===== src/rtl/move_controller_if.sv =====
// Handshake bundle between the move controller, the button debouncer and the node grid wrapper.
interface move_controller_if #(
  parameter int unsigned N_LANES = 4,
  parameter int unsigned CELLS   = 16,
  parameter int unsigned VALUE_W = 4
);
  localparam int unsigned AW = $clog2(CELLS);

  logic [3:0]         btn_dir;
  logic               btn_valid;
  logic [N_LANES-1:0] lane_done;
  logic               moved;
  logic [CELLS-1:0]   empty_mask;
  logic [7:0]         rand_val;

  logic [3:0]         start_dir;
  logic               spawn_preset;
  logic [AW-1:0]      spawn_addr;
  logic [VALUE_W-1:0] spawn_value;
  logic               busy;
  logic               move_done;
  logic               no_move;
  logic               timeout_err;

  modport master (
    input  btn_dir, btn_valid, lane_done, moved, empty_mask, rand_val,
    output start_dir, spawn_preset, spawn_addr, spawn_value,
           busy, move_done, no_move, timeout_err
  );

  modport slave (
    output btn_dir, btn_valid, lane_done, moved, empty_mask, rand_val,
    input  start_dir, spawn_preset, spawn_addr, spawn_value,
           busy, move_done, no_move, timeout_err
  );
endinterface


===== src/rtl/move_controller.sv =====
// Initiator of the grid ready/preset protocol: issues one move, waits for every lane,
// then presets one empty cell with a new tile.
module move_controller #(
  parameter int unsigned N_LANES = 4,
  parameter int unsigned CELLS   = 16,
  parameter int unsigned VALUE_W = 4,
  parameter int unsigned TIMEOUT = 15
) (
  input logic               clk,
  input logic               rst,
  move_controller_if.master bus
);
  localparam int unsigned AW = $clog2(CELLS);
  localparam int unsigned CW = $clog2(TIMEOUT + 1);

  typedef enum logic [2:0] {IDLE, ISSUE, WAIT, SPAWN, DONE} state_t;

  state_t             state_q, state_d;
  logic [3:0]         dir_q, dir_d;
  logic [N_LANES-1:0] done_acc_q, done_acc_d;
  logic               moved_acc_q, moved_acc_d;
  logic [CW-1:0]      cnt_q, cnt_d;

  logic [3:0]         start_dir_q, start_dir_d;
  logic               spawn_preset_q, spawn_preset_d;
  logic [AW-1:0]      spawn_addr_q, spawn_addr_d;
  logic [VALUE_W-1:0] spawn_value_q, spawn_value_d;
  logic               busy_q, busy_d;
  logic               move_done_q, move_done_d;
  logic               no_move_q, no_move_d;
  logic               timeout_err_q, timeout_err_d;

  logic [N_LANES-1:0] done_now;
  logic               moved_now;
  logic [CW-1:0]      cnt_inc;
  logic [AW-1:0]      scan_start;
  logic [AW-1:0]      scan_pos;
  logic [AW-1:0]      scan_idx;
  logic               scan_found;
  logic               unused_rand;

  assign unused_rand = ^bus.rand_val;
  assign scan_start  = AW'(bus.rand_val);

  // First empty cell at or after scan_start, wrapping around the grid.
  always_comb begin
    scan_found = 1'b0;
    scan_idx   = '0;
    scan_pos   = '0;
    for (int i = 0; i < int'(CELLS); i++) begin
      scan_pos = AW'((32'(scan_start) + 32'(i)) % 32'(CELLS));
      if (!scan_found && bus.empty_mask[scan_pos]) begin
        scan_found = 1'b1;
        scan_idx   = scan_pos;
      end
    end
  end

  assign done_now  = done_acc_q | bus.lane_done;
  assign moved_now = moved_acc_q | bus.moved;
  assign cnt_inc   = cnt_q + CW'(1);

  // Next state plus the values every output register takes on the following cycle.
  always_comb begin
    state_d        = state_q;
    dir_d          = dir_q;
    done_acc_d     = done_acc_q;
    moved_acc_d    = moved_acc_q;
    cnt_d          = cnt_q;
    spawn_preset_d = 1'b0;
    spawn_addr_d   = '0;
    spawn_value_d  = '0;
    move_done_d    = 1'b0;
    no_move_d      = 1'b0;
    timeout_err_d  = 1'b0;

    unique case (state_q)
      IDLE: begin
        if (bus.btn_valid && $onehot(bus.btn_dir)) begin
          dir_d   = bus.btn_dir;
          state_d = ISSUE;
        end
      end
      ISSUE: begin
        done_acc_d  = '0;
        moved_acc_d = 1'b0;
        cnt_d       = '0;
        state_d     = WAIT;
      end
      WAIT: begin
        done_acc_d  = done_now;
        moved_acc_d = moved_now;
        cnt_d       = cnt_inc;
        if (&done_now) begin
          if (moved_now) begin
            // Spawn target is fixed on the completing cycle so it is registered into SPAWN.
            state_d = SPAWN;
            if (scan_found) begin
              spawn_preset_d = 1'b1;
              spawn_addr_d   = scan_idx;
              spawn_value_d  = (bus.rand_val[7:5] == 3'b000) ? VALUE_W'(2) : VALUE_W'(1);
            end
          end else begin
            no_move_d   = 1'b1;
            move_done_d = 1'b1;
            state_d     = DONE;
          end
        end else if (cnt_inc == CW'(TIMEOUT)) begin
          timeout_err_d = 1'b1;
          move_done_d   = 1'b1;
          state_d       = DONE;
        end
      end
      SPAWN: begin
        move_done_d = 1'b1;
        state_d     = DONE;
      end
      DONE: begin
        state_d = IDLE;
      end
      default: begin
        state_d = IDLE;
      end
    endcase

    start_dir_d = (state_d == ISSUE) ? dir_d : 4'b0000;
    busy_d      = (state_d != IDLE);
  end

  always_ff @(posedge clk or negedge rst) begin
    if (!rst) begin
      state_q        <= IDLE;
      dir_q          <= '0;
      done_acc_q     <= '0;
      moved_acc_q    <= 1'b0;
      cnt_q          <= '0;
      start_dir_q    <= '0;
      spawn_preset_q <= 1'b0;
      spawn_addr_q   <= '0;
      spawn_value_q  <= '0;
      busy_q         <= 1'b0;
      move_done_q    <= 1'b0;
      no_move_q      <= 1'b0;
      timeout_err_q  <= 1'b0;
    end else begin
      state_q        <= state_d;
      dir_q          <= dir_d;
      done_acc_q     <= done_acc_d;
      moved_acc_q    <= moved_acc_d;
      cnt_q          <= cnt_d;
      start_dir_q    <= start_dir_d;
      spawn_preset_q <= spawn_preset_d;
      spawn_addr_q   <= spawn_addr_d;
      spawn_value_q  <= spawn_value_d;
      busy_q         <= busy_d;
      move_done_q    <= move_done_d;
      no_move_q      <= no_move_d;
      timeout_err_q  <= timeout_err_d;
    end
  end

  assign bus.start_dir    = start_dir_q;
  assign bus.spawn_preset = spawn_preset_q;
  assign bus.spawn_addr   = spawn_addr_q;
  assign bus.spawn_value  = spawn_value_q;
  assign bus.busy         = busy_q;
  assign bus.move_done    = move_done_q;
  assign bus.no_move      = no_move_q;
  assign bus.timeout_err  = timeout_err_q;

endmodule

===== src/flat_wrapper.sv =====
// flat-port wrapper written by rule: the top's interface ports become plain ports
module move_controller_flat 
#(
  parameter int unsigned N_LANES = 4,
  parameter int unsigned CELLS   = 16,
  parameter int unsigned VALUE_W = 4,
  parameter int unsigned TIMEOUT = 15
)
  (clk, rst, bus_btn_dir, bus_btn_valid, bus_lane_done, bus_moved, bus_empty_mask, bus_rand_val, bus_start_dir, bus_spawn_preset, bus_spawn_addr, bus_spawn_value, bus_busy, bus_move_done, bus_no_move, bus_timeout_err);
  move_controller_if #(.N_LANES(N_LANES), .CELLS(CELLS), .VALUE_W(VALUE_W)) bus_i ();
  input logic clk;
  input logic rst;
  input wire logic [$bits(bus_i.btn_dir)-1:0] bus_btn_dir;
  input wire logic [$bits(bus_i.btn_valid)-1:0] bus_btn_valid;
  input wire logic [$bits(bus_i.lane_done)-1:0] bus_lane_done;
  input wire logic [$bits(bus_i.moved)-1:0] bus_moved;
  input wire logic [$bits(bus_i.empty_mask)-1:0] bus_empty_mask;
  input wire logic [$bits(bus_i.rand_val)-1:0] bus_rand_val;
  output wire logic [$bits(bus_i.start_dir)-1:0] bus_start_dir;
  output wire logic [$bits(bus_i.spawn_preset)-1:0] bus_spawn_preset;
  output wire logic [$bits(bus_i.spawn_addr)-1:0] bus_spawn_addr;
  output wire logic [$bits(bus_i.spawn_value)-1:0] bus_spawn_value;
  output wire logic [$bits(bus_i.busy)-1:0] bus_busy;
  output wire logic [$bits(bus_i.move_done)-1:0] bus_move_done;
  output wire logic [$bits(bus_i.no_move)-1:0] bus_no_move;
  output wire logic [$bits(bus_i.timeout_err)-1:0] bus_timeout_err;
  assign bus_i.btn_dir = bus_btn_dir;
  assign bus_i.btn_valid = bus_btn_valid;
  assign bus_i.lane_done = bus_lane_done;
  assign bus_i.moved = bus_moved;
  assign bus_i.empty_mask = bus_empty_mask;
  assign bus_i.rand_val = bus_rand_val;
  assign bus_start_dir = bus_i.start_dir;
  assign bus_spawn_preset = bus_i.spawn_preset;
  assign bus_spawn_addr = bus_i.spawn_addr;
  assign bus_spawn_value = bus_i.spawn_value;
  assign bus_busy = bus_i.busy;
  assign bus_move_done = bus_i.move_done;
  assign bus_no_move = bus_i.no_move;
  assign bus_timeout_err = bus_i.timeout_err;
  move_controller #(.N_LANES(N_LANES), .CELLS(CELLS), .VALUE_W(VALUE_W), .TIMEOUT(TIMEOUT)) u_core (.clk(clk), .rst(rst), .bus(bus_i));
endmodule

===== config.mk =====
export PLATFORM = sky130hd
export DESIGN_NAME = move_controller_flat
export DESIGN_NICKNAME = d
export VERILOG_FILES = /design/src/rtl/move_controller_if.sv /design/src/rtl/move_controller.sv /design/src/flat_wrapper.sv
export SDC_FILE = /design/constraint.sdc
export NUM_CORES = 1
export LEC_CHECK = 0
export ABC_AREA = 1
export BUFFER_PORTS_ARGS = -buffer_cell sky130_fd_sc_hd__buf_2
export CORE_ASPECT_RATIO = 0.6
export CORE_MARGIN = 3
export CORE_UTILIZATION = 57
export CTS_CLUSTER_DIAMETER = 120
export CTS_CLUSTER_SIZE = 24
export DETAILED_ROUTE_END_ITERATION = 8
export GPL_ROUTABILITY_DRIVEN = 0
export PLACE_DENSITY = 0.9
export SLEW_MARGIN = 15
export SYNTH_ARGS = -nofsm -noshare
export SYNTH_HDL_FRONTEND = slang
export SYNTH_SLANG_ARGS = --single-unit

===== constraint.sdc =====
create_clock -name clk -period 2 [get_ports clk]
set_input_delay 0.1 -clock clk [delete_from_list [all_inputs] [get_ports clk]]
set_output_delay 0.1 -clock clk [all_outputs]
set_load 0.02 [all_outputs]

==> results.ini, run 1 <==
[place]
dp_hpwl_um = 8819
dp.cells = 649
placed_area_mm2 = 0.003905
io_buffers = 49

[cts]
cts.path.max_buffers = 2
cts_root_buf = clkbuf_8
htree_num_levels = 1
cts_buffers = 3
cts.sinks = 27

[floorplanning]
start_util_pct = 61.39
dieHeight_um = 61.29
placementRows = 19
io_pins = 53
dieWidth_um = 98.15

[synthesis]
synth_top_cell_area_share_pct = 23.27
avgSynthCellArea_um2 = 6.153
ys_types = 41
synth_edf_count = 0
ys_ff_latch = 27
syn_inst = 472
synth_top_area_cell = dfrtp_1
yosysWarnings = 0
seq_area_frac_synth_pct = 23.27
async_flop_share_pct = 100.0
syn_area_mm2 = 0.002904
yosys-top-cells-area = dfrtp_1, nand2_1, nand3_1
ys.flop_type = dfrtp_1

[global_routing]
grt_usage_pct = 73.54
grt_overflow = 27
grt_start_max_net_pins = 28

[run_status]
stop_error = [ERROR GRT-0232] Routing congestion too high. Check the congestion heatmap in the GUI.
lastStage = global routing (5_1_grt)
outcome = aborted with a tool error

[timing]
worst-ep-kind = register input
postGrtWorstEndpoint = u_core.bus.spawn_addr[3]$_DFF_PN0_/D

kinds of logic after synthesis:
logic type | after synthesis | synth area share (%)
flip-flops | 27 | 23.27
AND/OR/NAND/NOR | 307 | 48.94
adder cells (fa/ha/maj) | 13 | 5.859
AO/OA/AOI/OAI | 40 | 7.799
other | 1 | 0.1291
XOR/XNOR | 9 | 3.232
buffers and inverters | 75 | 10.77
what timing repair did:
| action | in CTS |
|---|---|
| cloned | 1 |
| pin swaps | 17 |
| resized for setup | 51 |
| endpoints found under the setup margin | 7 |
| endpoints found under the hold margin | 28 |
| hold buffers | 4 |
| buffers inserted | 14 |
cells in the mapped netlist (2+ instances only):
cell,number
a21oi_1,5
a21oi_2,2
buf_2,4
buf_4,5
clkinv_1,3
dfrtp_1,27
ha_1,12
inv_1,56
inv_2,6
nand2_1,146
nand2_2,8
nand3_1,91
nand3b_1,2
nand4_1,7
nor2_1,32
nor2_4,3
nor3_1,7
nor4_1,4
o21ai_0,24
o21bai_1,2
xor2_1,6
metal layers:
metal,GRT overflow,GRT usage [%]
met5,0,20.77
met2,13,91.49
met4,12,78.21
met3,0,63.91
met1,2,69.64
metrics by stage:
stage | TNS, ns | worst slack (ns) | hold slack, ns
3_5_place_dp | -5.829 | -0.8212 | 0.1354
4_1_cts | -2.026 | -0.3314 | 0.02301
2_1_floorplan | -2.219 | -0.3818 | -0.1956
3_3_place_gp | -4.419 | -0.7100 | 0.1202
==> inputs of run 2 (changes only) <==
CORE_ASPECT_RATIO = not set   (was 0.6)
CORE_UTILIZATION = 40   (was 57)
CTS_CLUSTER_DIAMETER = not set   (was 120)
CTS_CLUSTER_SIZE = not set   (was 24)
PLACE_DENSITY = not set   (was 0.9)
PLACE_DENSITY_LB_ADDON = 0.15   (was not set)
==> run 2 against run 1 <==
Net effect: the flow now finishes, with violations (negative setup slack); synthesized cell count did not move; synthesized area did not move.
==> results.ini, run 2 <==
[route]
viasPerCell = 5.091
num_vias = 3686
first_pass_iters = 5
ant_nets = 0
wl_per_cell_um = 13.56
routed_wl_um = 9819
drc = 0
drt_iter0_markers = 141

[timing]
fin_crit_sh_pct = 113.4
final-hold-violation-count = 0
slew_headroom_pct = 61.90
drv_slew = 0
setup_viol = 7
fmax_mhz = 440.9
rsz0062_at_grt = yes
fin_skew_ns = 0.01449
tightest_slew_ns = 0.5715
fin_ws_ns = -0.2682
period_minus_slack_ns = 2.268

[synthesis]
synthMostInstantiatedCell = nand2_1
synth_top_area_cell = dfrtp_1
synth_edf_count = 0  ; unchanged
ys_ff_latch = 27  ; unchanged
seq_area_frac_synth_pct = 23.27  ; unchanged
async_flop_share_pct = 100.0  ; unchanged
synth_top_cell_area_share_pct = 23.27  ; unchanged
synth_common_cells = nand2_1, nand3_1, inv_1
ys.flop_type = dfrtp_1
ys_types = 41  ; unchanged
yosys-top-cells-area = dfrtp_1, nand2_1, nand3_1
syn_inst = 472  ; unchanged
avgSynthCellArea_um2 = 6.153  ; unchanged
syn_area_mm2 = 0.002904  ; unchanged
yosysWarnings = 0  ; unchanged

[critical_path]
reg2reg_depth = 7
reg2reg_to = u_core.bus.spawn_value[1]$_DFF_PN0_
criticalPathCategory = in2reg
reg2reg_slack_ns = 0.39
critPathRequiredTime_ns = 2.20
critPathLaunch = bus_rand_val[1]
endpoint_kind = flip-flop
worstPathArrival_ns = 2.47
r2r_start = u_core.done_acc_q[2]$_DFFE_PN0P_
startpoint_type = primary input
worstPathMaxFanout = 6

[cts]
cts_tree = done
clk_pin_slew_ns = 0.08
clk_latency_ns = 0.28
cts_buffers = 3  ; unchanged
cts.path.max_buffers = 2  ; unchanged
cts_root_buf = clkbuf_8
cts.sinks = 27  ; unchanged
htree_num_levels = 1  ; unchanged

[hold_path]
hold_end = u_core.bus.start_dir[1]$_DFF_PN0_
hold_depth = 3
hp-start = bus_btn_dir[1]
holdCritPathClass = in2reg

[floorplanning]
dieWidth_um = 91.21  ; -7.1%
coreArea_mm2 = 0.006907
placementRows = 30  ; +11
die_area_mm2 = 0.008318
dieHeight_um = 91.21  ; +49%
start_util_pct = 42.05  ; -19 points
io_pins = 53  ; unchanged

[place]
io_buffers = 49  ; unchanged
dp.cells = 700  ; +7.9%
dp_hpwl_um = 8038  ; -8.9%

[power]
peakVddDrop_v = 0.0002873
p_total_mw = 2.740
p_per_area_mw_per_mm2 = 611.2
p_leak_nw = 2.459

[global_routing]
grt_usage_pct = 23.69
grt_overflow = 0
grt_pass1_vias = 3567
grt_start_max_net_pins = 28
grt_pass1_wl_um = 16130
grt_antenna_before_repair = 0

[layout]
nets = 678
final_cell_mix = nand2_1, buf_4, nand3_1
diodes = 0
drive_above_1_share_pct = 37.10
fin_cells = 724
final_common_cell = nand2_1
nFillCells = 661
synthToLayoutAreaGrowth_pct = 54.37

[run_status]
violations = negative setup slack
outcome = finished, violations left

[run]
maxCapViolCount = 0

[run 2: cell counts after synthesis]
Identical to the previous run, type by type.
[run 2: how the worst max path moves through the flow]
stage and endpoint:
3_5_place_dp u_core.bus.spawn_addr[1]$_DFF_PN0_, 6_report u_core.bus.spawn_addr[3]$_DFF_PN0_, 2_1_floorplan u_core.bus.spawn_addr[1]$_DFF_PN0_, 3_3_place_gp u_core.bus.spawn_addr[0]$_DFF_PN0_, 5_1_grt u_core.bus.spawn_addr[3]$_DFF_PN0_, 4_1_cts u_core.bus.spawn_addr[3]$_DFF_PN0_
[run 2: final cells by class]
cell class / count / area [µm²] / area share (%)
Clock buffer: 3 / 41.29 / 0.9210
Clock inverter: 1 / 8.758 / 0.1954
Multi-Input combinational cell: 371 / 2207 / 49.23
Sequential cell: 27 / 675.6 / 15.07
Timing Repair Buffer: 160 / 1137 / 25.37
Tap cell: 96 / 120.1 / 2.679
Inverter: 65 / 284.0 / 6.335
Timing Repair inverter: 1 / 8.758 / 0.1954
[run 2: metrics by stage]
stage / TNS (ns) / hold WS, ns / area (µm²) / setup WS (ns) / util, %
6_report: -1.522 / 0.03850 / 4483 / -0.2682 / 64.91
5_1_grt: -2.875 / 0.05435 / 4483 / -0.4879 / 64.91
4_1_cts: -1.532 / 0.03929 / 4339 / -0.2706 / 62.83
3_5_place_dp: -5.526 / 0.1325 / 4069 / -0.7905 / 58.91
3_3_place_gp: -5.056 / 0.1315 / 4069 / -0.8051 / 58.91
2_1_floorplan: -2.219 / -0.1956 / 3103 / -0.3818 / -
[run 2: routing by layer]
layer / GRT usage [%] / vias to the layer above / part of all wire, %
met5: 0 / - / 0
met4: 10.05 / 0 / 3.5
met3: 1.906 / 25 / 5.9
met2: 43.35 / 144 / 52
met1: 28.20 / 1675 / 39
li1: - / 1842 / -
[run 2: report_power, final]
part           internal (mW)  leakage (nW)  switching (mW)
Combinational          0.692          2.08           0.966
Sequential             0.688         0.358          0.0774
Clock                  0.146        0.0261           0.171
[run 2: worst max-delay path, cell delays in order]
cell and delay, ns:
buf_12 0.10, inv_12 0.04, ha_4 0.27, buf_12 0.15
clkinv_8 0.07, nand3_4 0.07, nand3_4 0.11, nand2_4 0.07
nand2_4 0.07, nand2_4 0.06, nor2_8 0.10, nand4_4 0.09
nor2_4 0.12, nand4_4 0.10, nor2_4 0.13, nand3_4 0.10
nor2_4 0.10, nand2_1 0.06, nor2_2 0.11, nand2_2 0.11
o21ai_1 0.09, inv_1 0.06, a21oi_2 0.13
[run 2: kinds of logic (layout without fill, tap and decap cells)]
kind of cell	after synthesis	in the layout	synth area share, %
buffers and inverters	75	230	10.77
AOI/OAI and AO/OA	40	40	7.799
other	1	2	0.1291
adders and majority gates	13	13	5.859
and+or+nand+nor	307	307	48.94
DFF	27	27	23.27
xor gates and xnor gates	9	9	3.232
[run 2: what timing repair did]
action                                  CTS  global route
hold buffers                              4             0
buffers inserted                         10             5
hold endpoints to repair                 28             0
gates resized for setup                  21            24
endpoints found under the setup margin    7             7
pin swaps                                 3             5
cloned                                    1             0
No activity file was read; power rests on OpenSTA's default activity.
==> inputs of run 3 (changes only) <==
PLACE_DENSITY = 0.71   (was not set)
PLACE_DENSITY_LB_ADDON = not set   (was 0.15)
REMOVE_ABC_BUFFERS = 1   (was not set)
==> run 3 against run 2 <==
Net effect: the flow still finishes with violations (negative setup slack); die area unchanged; first-iteration DRC count up 120%; critical path depth up 1; count of clock-buffer cells in the layout unchanged; global-route usage up 0.11 points; final area up 14%; worst hold slack better by 0.0031 ns; critical endpoint is now u_core.bus.spawn_addr[2]$_DFF_PN0_.
==> results.ini, run 3 (synthesis results as in run 2) <==
[critical_path]
startpoint_type = primary input
reg2reg_to = u_core.bus.spawn_value[1]$_DFF_PN0_
crit_slowest_cell = xor2_2
r2r_start = u_core.done_acc_q[2]$_DFFE_PN0P_
reg2reg_slack_ns = 0.40  ; about the same
reg2reg_depth = 7  ; unchanged
critPathRequiredTime_ns = 2.20  ; about the same
endpoint_kind = flip-flop
crit_top_cell = nand2_1
criticalPathCategory = in2reg
worstPathMaxFanout = 5  ; -1
slowest_delay_ns = 0.27  ; about the same
worstPathArrival_ns = 2.51  ; +0.04 ns
worstPathCellList = buf_8 > inv_4 > buf_8 > ha_1 > nand2_1 > nand2_2 > xor2_2 > nand3_4 > nand2_4 > nand4_1 > nor2_2 > nand3_2 > buf_6 > nand2_1 > inv_1 > nand2_1 > nand2_1 > nand2_1 > nand2_1 > nand2_1 > nand2_1 > nand3_1 > o21bai_1 > a21oi_1

[hold_path]
holdCritPathClass = in2reg
hold_depth = 3  ; unchanged
hp-start = bus_btn_dir[0]
hold_end = u_core.bus.start_dir[0]$_DFF_PN0_

[place]
io_buffers = 49  ; unchanged
dp_hpwl_um = 7658  ; -4.7%
dp.cells = 699  ; -0.14%
placed_area_mm2 = 0.003913  ; -3.8%
pre_cts_ws_ns = -0.8798  ; -0.08927 ns

[run_status]
violations = negative setup slack
outcome = finished, violations left

[timing]
fin_ws_ns = -0.3154  ; -0.04722 ns
holdWs_ns = 0.04158  ; +0.003082 ns
tightest_slew_ns = 0.5690  ; -0.002537 ns
finalSetupTns_ns = -1.873  ; -0.3505 ns
fmax_mhz = 431.9  ; -2.0%
fin_skew_ns = 0.01375  ; -0.0007324 ns
fin_crit_sh_pct = 115.8  ; +2.4 points
period_minus_slack_ns = 2.315  ; +0.04722 ns
setup_viol = 7  ; unchanged
slew_headroom_pct = 62.07  ; +0.17 points
rsz0062_at_grt = yes
final-hold-violation-count = 0  ; unchanged
drv_slew = 0  ; unchanged

[layout]
regArea_um2 = 675.6  ; unchanged
nFillCells = 489  ; -26%
nets = 697  ; +2.8%
multi_input_area_mm2 = 0.002609  ; +18%
synthToLayoutAreaGrowth_pct = 76.69
final_cell_mix = nand2_1, buf_4, nand3_1
diodes = 0  ; unchanged
fin_area_mm2 = 0.005131  ; +14%
utilization_pct = 74.29  ; +9.4 points
fin_cells = 743  ; +2.6%
final_common_cell = nand2_1
drive_above_1_share_pct = 48.69  ; +12 points

[floorplanning]
dieWidth_um = 91.21  ; unchanged
dieHeight_um = 91.21  ; unchanged
placementRows = 30  ; unchanged
coreArea_mm2 = 0.006907  ; unchanged
io_pins = 53  ; unchanged
die_area_mm2 = 0.008318  ; unchanged
start_util_pct = 42.05  ; unchanged

[global_routing]
grt_pass1_wl_um = 16330  ; +1.2%
grt_usage_pct = 23.80  ; +0.11 points
grt_start_max_net_pins = 28  ; unchanged
grt_overflow = 0  ; unchanged
grt_antenna_before_repair = 0  ; unchanged
grt_pass1_vias = 3700  ; +3.7%

[route]
viasPerCell = 5.450  ; +7.0%
first_pass_iters = 5  ; unchanged
ant_nets = 0  ; unchanged
drt_iter0_markers = 316  ; +120%
num_vias = 4049  ; +9.8%
routed_wl_um = 12230  ; +25%
wl_per_cell_um = 16.46  ; +21%
drc = 0  ; unchanged

[cts]
clk_pin_slew_ns = 0.08  ; about the same
cts_buffers = 3  ; unchanged
cts_root_buf = clkbuf_8
cts.sinks = 27  ; unchanged
cts.path.max_buffers = 2  ; unchanged
cts_tree = done
clk_latency_ns = 0.28  ; about the same
htree_num_levels = 1  ; unchanged

[power]
peakVddDrop_v = 0.0003753  ; +31%
p_total_mw = 3.022  ; +10%
p_leak_nw = 2.675  ; +8.8%
p_per_area_mw_per_mm2 = 589.0  ; -3.6%

[run]
maxCapViolCount = 0  ; unchanged

-- run 3: cell count changes in the layout (fill, tap and decap cells not counted), sizes merged --
cell | previous run | this run
buf | 156 | 175
clkinv | 4 | 2
clkinvlp | 0 | 2
clkbuf | 3 | 4
inv | 63 | 62
-- run 3: layout make-up --
| cell class | count | area share (%) |
|---|---|---|
| multi-input cells | 371 | 50.84 |
| repair buffers | 180 | 27.58 |
| flip-flops and latches | 27 | 13.17 |
| inverters | 65 | 5.121 |
| well taps | 96 | 2.341 |
| clock buffers | 3 | 0.8047 |
| clock inverters | 1 | 0.1463 |
-- run 3: where the power goes --
part | internal [mW] | total (mW) | switching, mW
registers | 0.688 | 0.765 | 0.0765
logic | 0.814 | 1.95 | 1.13
clock network | 0.142 | 0.312 | 0.170
-- run 3: critical path, delay by kind of cell --
| family | cells | cell delay [ns] |
|---|---|---|
| fa+ha+maj | 1 | 0.15 |
| compound gates | 2 | 0.21 |
| xor+xnor | 1 | 0.27 |
| buf+inv | 5 | 0.46 |
| simple gates | 15 | 1.29 |
-- run 3: what timing repair did --
item / in CTS / in global routing
pin swaps: 30 / 44
hold buffers: 4 / 0
endpoints found under the setup margin: 7 / 7
hold endpoints to repair: 28 / 0
buffers inserted: 21 / 14
gates cloned: 0 / 1
resized for setup: 74 / 116
-- run 3: how the worst max path moves through the flow --
stage,cells after the start,slack (ns),from,to
floorplan,22,-0.67,bus_rand_val[0],u_core.bus.spawn_addr[1]$_DFF_PN0_
global placement,25,-0.76,bus_rand_val[0],u_core.bus.spawn_addr[2]$_DFF_PN0_
detailed placement,25,-0.88,bus_rand_val[0],u_core.bus.spawn_addr[2]$_DFF_PN0_
CTS,24,-0.29,bus_rand_val[1],u_core.bus.spawn_addr[3]$_DFF_PN0_
global route,23,-0.48,bus_rand_val[0],u_core.bus.spawn_addr[2]$_DFF_PN0_
finish,24,-0.32,bus_rand_val[1],u_core.bus.spawn_addr[2]$_DFF_PN0_
-- run 3: routing by layer --
layer | vias up | part of all wire [%] | routed length (µm) | track usage [%]
li1 | 1885 | - | - | -
met1 | 1846 | 37 | 4477 | 27.04
met2 | 243 | 50 | 6072 | 42.55
met5 | - | 0 | 0 | 0
met4 | 0 | 6.7 | 814 | 13.94
met3 | 75 | 7.1 | 865 | 2.817
==> inputs of run 4 (changes only) <==
==> constraint.sdc (replaced) <==
create_clock -name clk -period 2 [get_ports clk]
set_input_delay 0.2 -clock clk [delete_from_list [all_inputs] [get_ports clk]]
set_output_delay 0.2 -clock clk [all_outputs]
set_load 0.02 [all_outputs]
==> run 4 against run 3 <==
Net effect: the run still ends with negative setup slack left; via count grew 3.8%; count of clock-buffer cells in the layout is the same; global-route usage grew 0.47 points; final area shrank 0.63%; wire length grew 3.2%; die area is the same; sequential cell count is the same; non-clock buffer count grew 1; utilization shrank 0.47 points; largest cell class unchanged; largest power group unchanged.
==> results.ini, run 4 (synthesis results as in run 2) <==
[run_status]
outcome = finished, violations left
violations = negative setup slack

[hold_path]
hold_depth = 2  ; -1
hp-start = bus_rand_val[5]
hold_end = u_core.bus.spawn_value[1]$_DFF_PN0_
holdCritPathClass = in2reg

[floorplanning]
dieHeight_um = 91.21  ; unchanged
start_util_pct = 42.05  ; unchanged
placementRows = 30  ; unchanged
coreArea_mm2 = 0.006907  ; unchanged
io_pins = 53  ; unchanged
dieWidth_um = 91.21  ; unchanged
die_area_mm2 = 0.008318  ; unchanged

[layout]
final_common_cell = nand2_1
diodes = 0  ; unchanged
fin_area_mm2 = 0.005099  ; -0.63%
fin_cells = 744  ; +0.13%
synthToLayoutAreaGrowth_pct = 75.57
nets = 698  ; +0.14%
final_cell_mix = nand2_1, buf_4, inv_1, buf_2, nand3_1
drive_above_1_share_pct = 49.54  ; +0.85 points

[route]
routed_wl_um = 12620  ; +3.2%
wl_met2_um = 6083  ; +0.18%
ant_nets = 0  ; unchanged
wirelength_met1_um = 4375  ; -2.3%
wl_per_cell_um = 16.97  ; +3.1%
drc = 0  ; unchanged
num_vias = 4203  ; +3.8%
dr.max_layer_used = met4
viasPerCell = 5.649  ; +3.7%
drt_iter0_markers = 357  ; +13%
first_pass_iters = 6  ; +1
wl_met3_um = 979  ; +13%

[critical_path]
crit_family = simple AND/OR/NAND/NOR gates
startpoint_type = primary input
reg2reg_slack_ns = 0.40  ; about the same
reg2reg_depth = 7  ; unchanged
crit_top_cell = nand2_1
worstPathArrival_ns = 2.66  ; +0.15 ns
slowest_delay_ns = 0.17  ; -0.10 ns
reg2reg_to = u_core.bus.busy$_DFF_PN0_
r2r_start = u_core.done_acc_q[3]$_DFFE_PN0P_
critPathRequiredTime_ns = 2.20  ; about the same
criticalPathCategory = in2reg
worstPathMaxFanout = 8  ; +3
crit_slowest_cell = clkbuf_16
crit_buf_inv = 6  ; +1
endpoint_kind = flip-flop
worstPathCellList = buf_8 > buf_8 > clkbuf_16 > nand2_1 > nand3_1 > nand3_2 > nand3_2 > nand2_4 > buf_6 > nand4_1 > nor2_2 > nand3_2 > buf_6 > nand2_1 > inv_1 > nand2_1 > nand2_1 > nand2_1 > nand2_1 > nand2_1 > nand2_1 > nand3_2 > o21bai_1 > a21oi_1

[timing]
fmax_mhz = 406.8  ; -5.8%
slew_headroom_pct = 61.71  ; -0.35 points
fin_skew_ns = 0.01160  ; -0.002154 ns
fin_ws_ns = -0.4582  ; -0.1428 ns
final-hold-violation-count = 0  ; unchanged
tightest_slew_ns = 0.5743  ; +0.005314 ns
period_minus_slack_ns = 2.458  ; +0.1428 ns
holdWs_ns = 0.06856  ; +0.02698 ns
drv_slew = 0  ; unchanged
rsz0062_at_grt = yes
fin_crit_sh_pct = 122.9  ; +7.1 points
setup_viol = 7  ; unchanged

[cts]
cts.path.max_buffers = 2  ; unchanged
htree_num_levels = 1  ; unchanged
cts.sinks = 27  ; unchanged
clk_latency_ns = 0.28  ; about the same
clk_pin_slew_ns = 0.10  ; +0.02 ns
cts_buffers = 3  ; unchanged
cts_tree = done
cts_root_buf = clkbuf_8

[power]
clkPwrFrac_pct = 10.7  ; +0.4 points
p_leak_nw = 2.694  ; +0.71%
p_total_mw = 3.056  ; +1.1%
p_sw_share_pct = 45.78  ; +0.18 points
p_comb_share_pct = 64.2  ; -0.2 points
p_per_area_mw_per_mm2 = 599.4  ; +1.8%
p_seq_share_pct = 25.1  ; -0.2 points
peakVddDrop_v = 0.0002578  ; -31%
internal_power_mw = 1.657  ; +0.79%
p_sw_mw = 1.399  ; +1.5%

[place]
io_buffers = 49  ; unchanged
dp.cells = 701  ; +0.29%
dp_hpwl_um = 7625  ; -0.44%
placed_area_mm2 = 0.003928  ; +0.38%

[global_routing]
grt_usage_pct = 24.27  ; +0.47 points
grt_pass1_wl_um = 16650  ; +2.0%
grt_overflow = 0  ; unchanged
grt_antenna_before_repair = 0  ; unchanged
grt_pass1_vias = 3705  ; +0.14%
grt_start_max_net_pins = 28  ; unchanged

[run]
maxCapViolCount = 0  ; unchanged

[run 4: cell count changes in the layout (fill, tap and decap cells not counted), sizes merged]
| cell | previous run | this run |
|---|---|---|
| inv | 62 | 63 |
| buf | 175 | 179 |
| dlygate4sd3 | 4 | 1 |
| clkinvlp | 2 | 1 |
[run 4: how the worst max path moves through the flow]
stage	start	to	slack, ns	cells past startpoint
floorplan	bus_rand_val[0]	u_core.bus.spawn_addr[1]$_DFF_PN0_	-0.77	22
global placement	bus_rand_val[0]	u_core.bus.spawn_addr[2]$_DFF_PN0_	-0.87	25
detailed placement	bus_rand_val[0]	u_core.bus.spawn_addr[1]$_DFF_PN0_	-0.91	25
CTS	bus_rand_val[1]	u_core.bus.spawn_addr[1]$_DFF_PN0_	-0.36	25
global route	bus_rand_val[0]	u_core.bus.spawn_addr[2]$_DFF_PN0_	-0.58	24
finish	bus_rand_val[0]	u_core.bus.spawn_addr[2]$_DFF_PN0_	-0.46	24
[run 4: layout make-up]
cell class / count / area, µm²
clock buffer: 3 / 41.29
clock inverter: 1 / 8.758
inverter: 65 / 265.3
tap: 96 / 120.1
sequential: 27 / 675.6
multi-input combinational: 371 / 2579
timing repair buffer: 181 / 1409
fill: 477 / 1808
[run 4: layer usage]
metal,up-vias,GRT usage (%)
li1,1892,-
met1,1899,28.15
met2,302,42.61
met3,110,2.486
met4,0,14.95
met5,-,0
[run 4: what timing repair did]
item / in CTS / in global routing
endpoints found under the hold margin: 27 / 0
endpoints found under the setup margin: 7 / 7
buffers inserted: 27 / 10
gates resized for setup: 83 / 101
hold buffers: 1 / 0
gates cloned: 0 / 1
pin swaps: 40 / 46
[run 4: stage by stage]
step | util (%) | worst slack [ns] | TNS (ns)
2_1_floorplan | - | -0.7689 | -4.934
3_3_place_gp | 56.87 | -0.8669 | -5.874
3_5_place_dp | 56.87 | -0.9136 | -6.327
4_1_cts | 65.98 | -0.3629 | -2.418
5_1_grt | 73.82 | -0.5786 | -3.419
6_report | 73.82 | -0.4582 | -2.678
[run 4: power groups by stage]
| stage | registers (mW) | logic, mW | clock network (mW) |
|---|---|---|---|
| after floorplan | 0.824 | 0.785 | 0 |
| after global placement | 0.770 | 1.41 | 0 |
| after detailed placement | 0.774 | 1.46 | 0 |
| after CTS | 0.766 | 1.65 | 0.330 |
| after global routing | 0.783 | 2.10 | 0.359 |
| final | 0.767 | 1.96 | 0.327 |
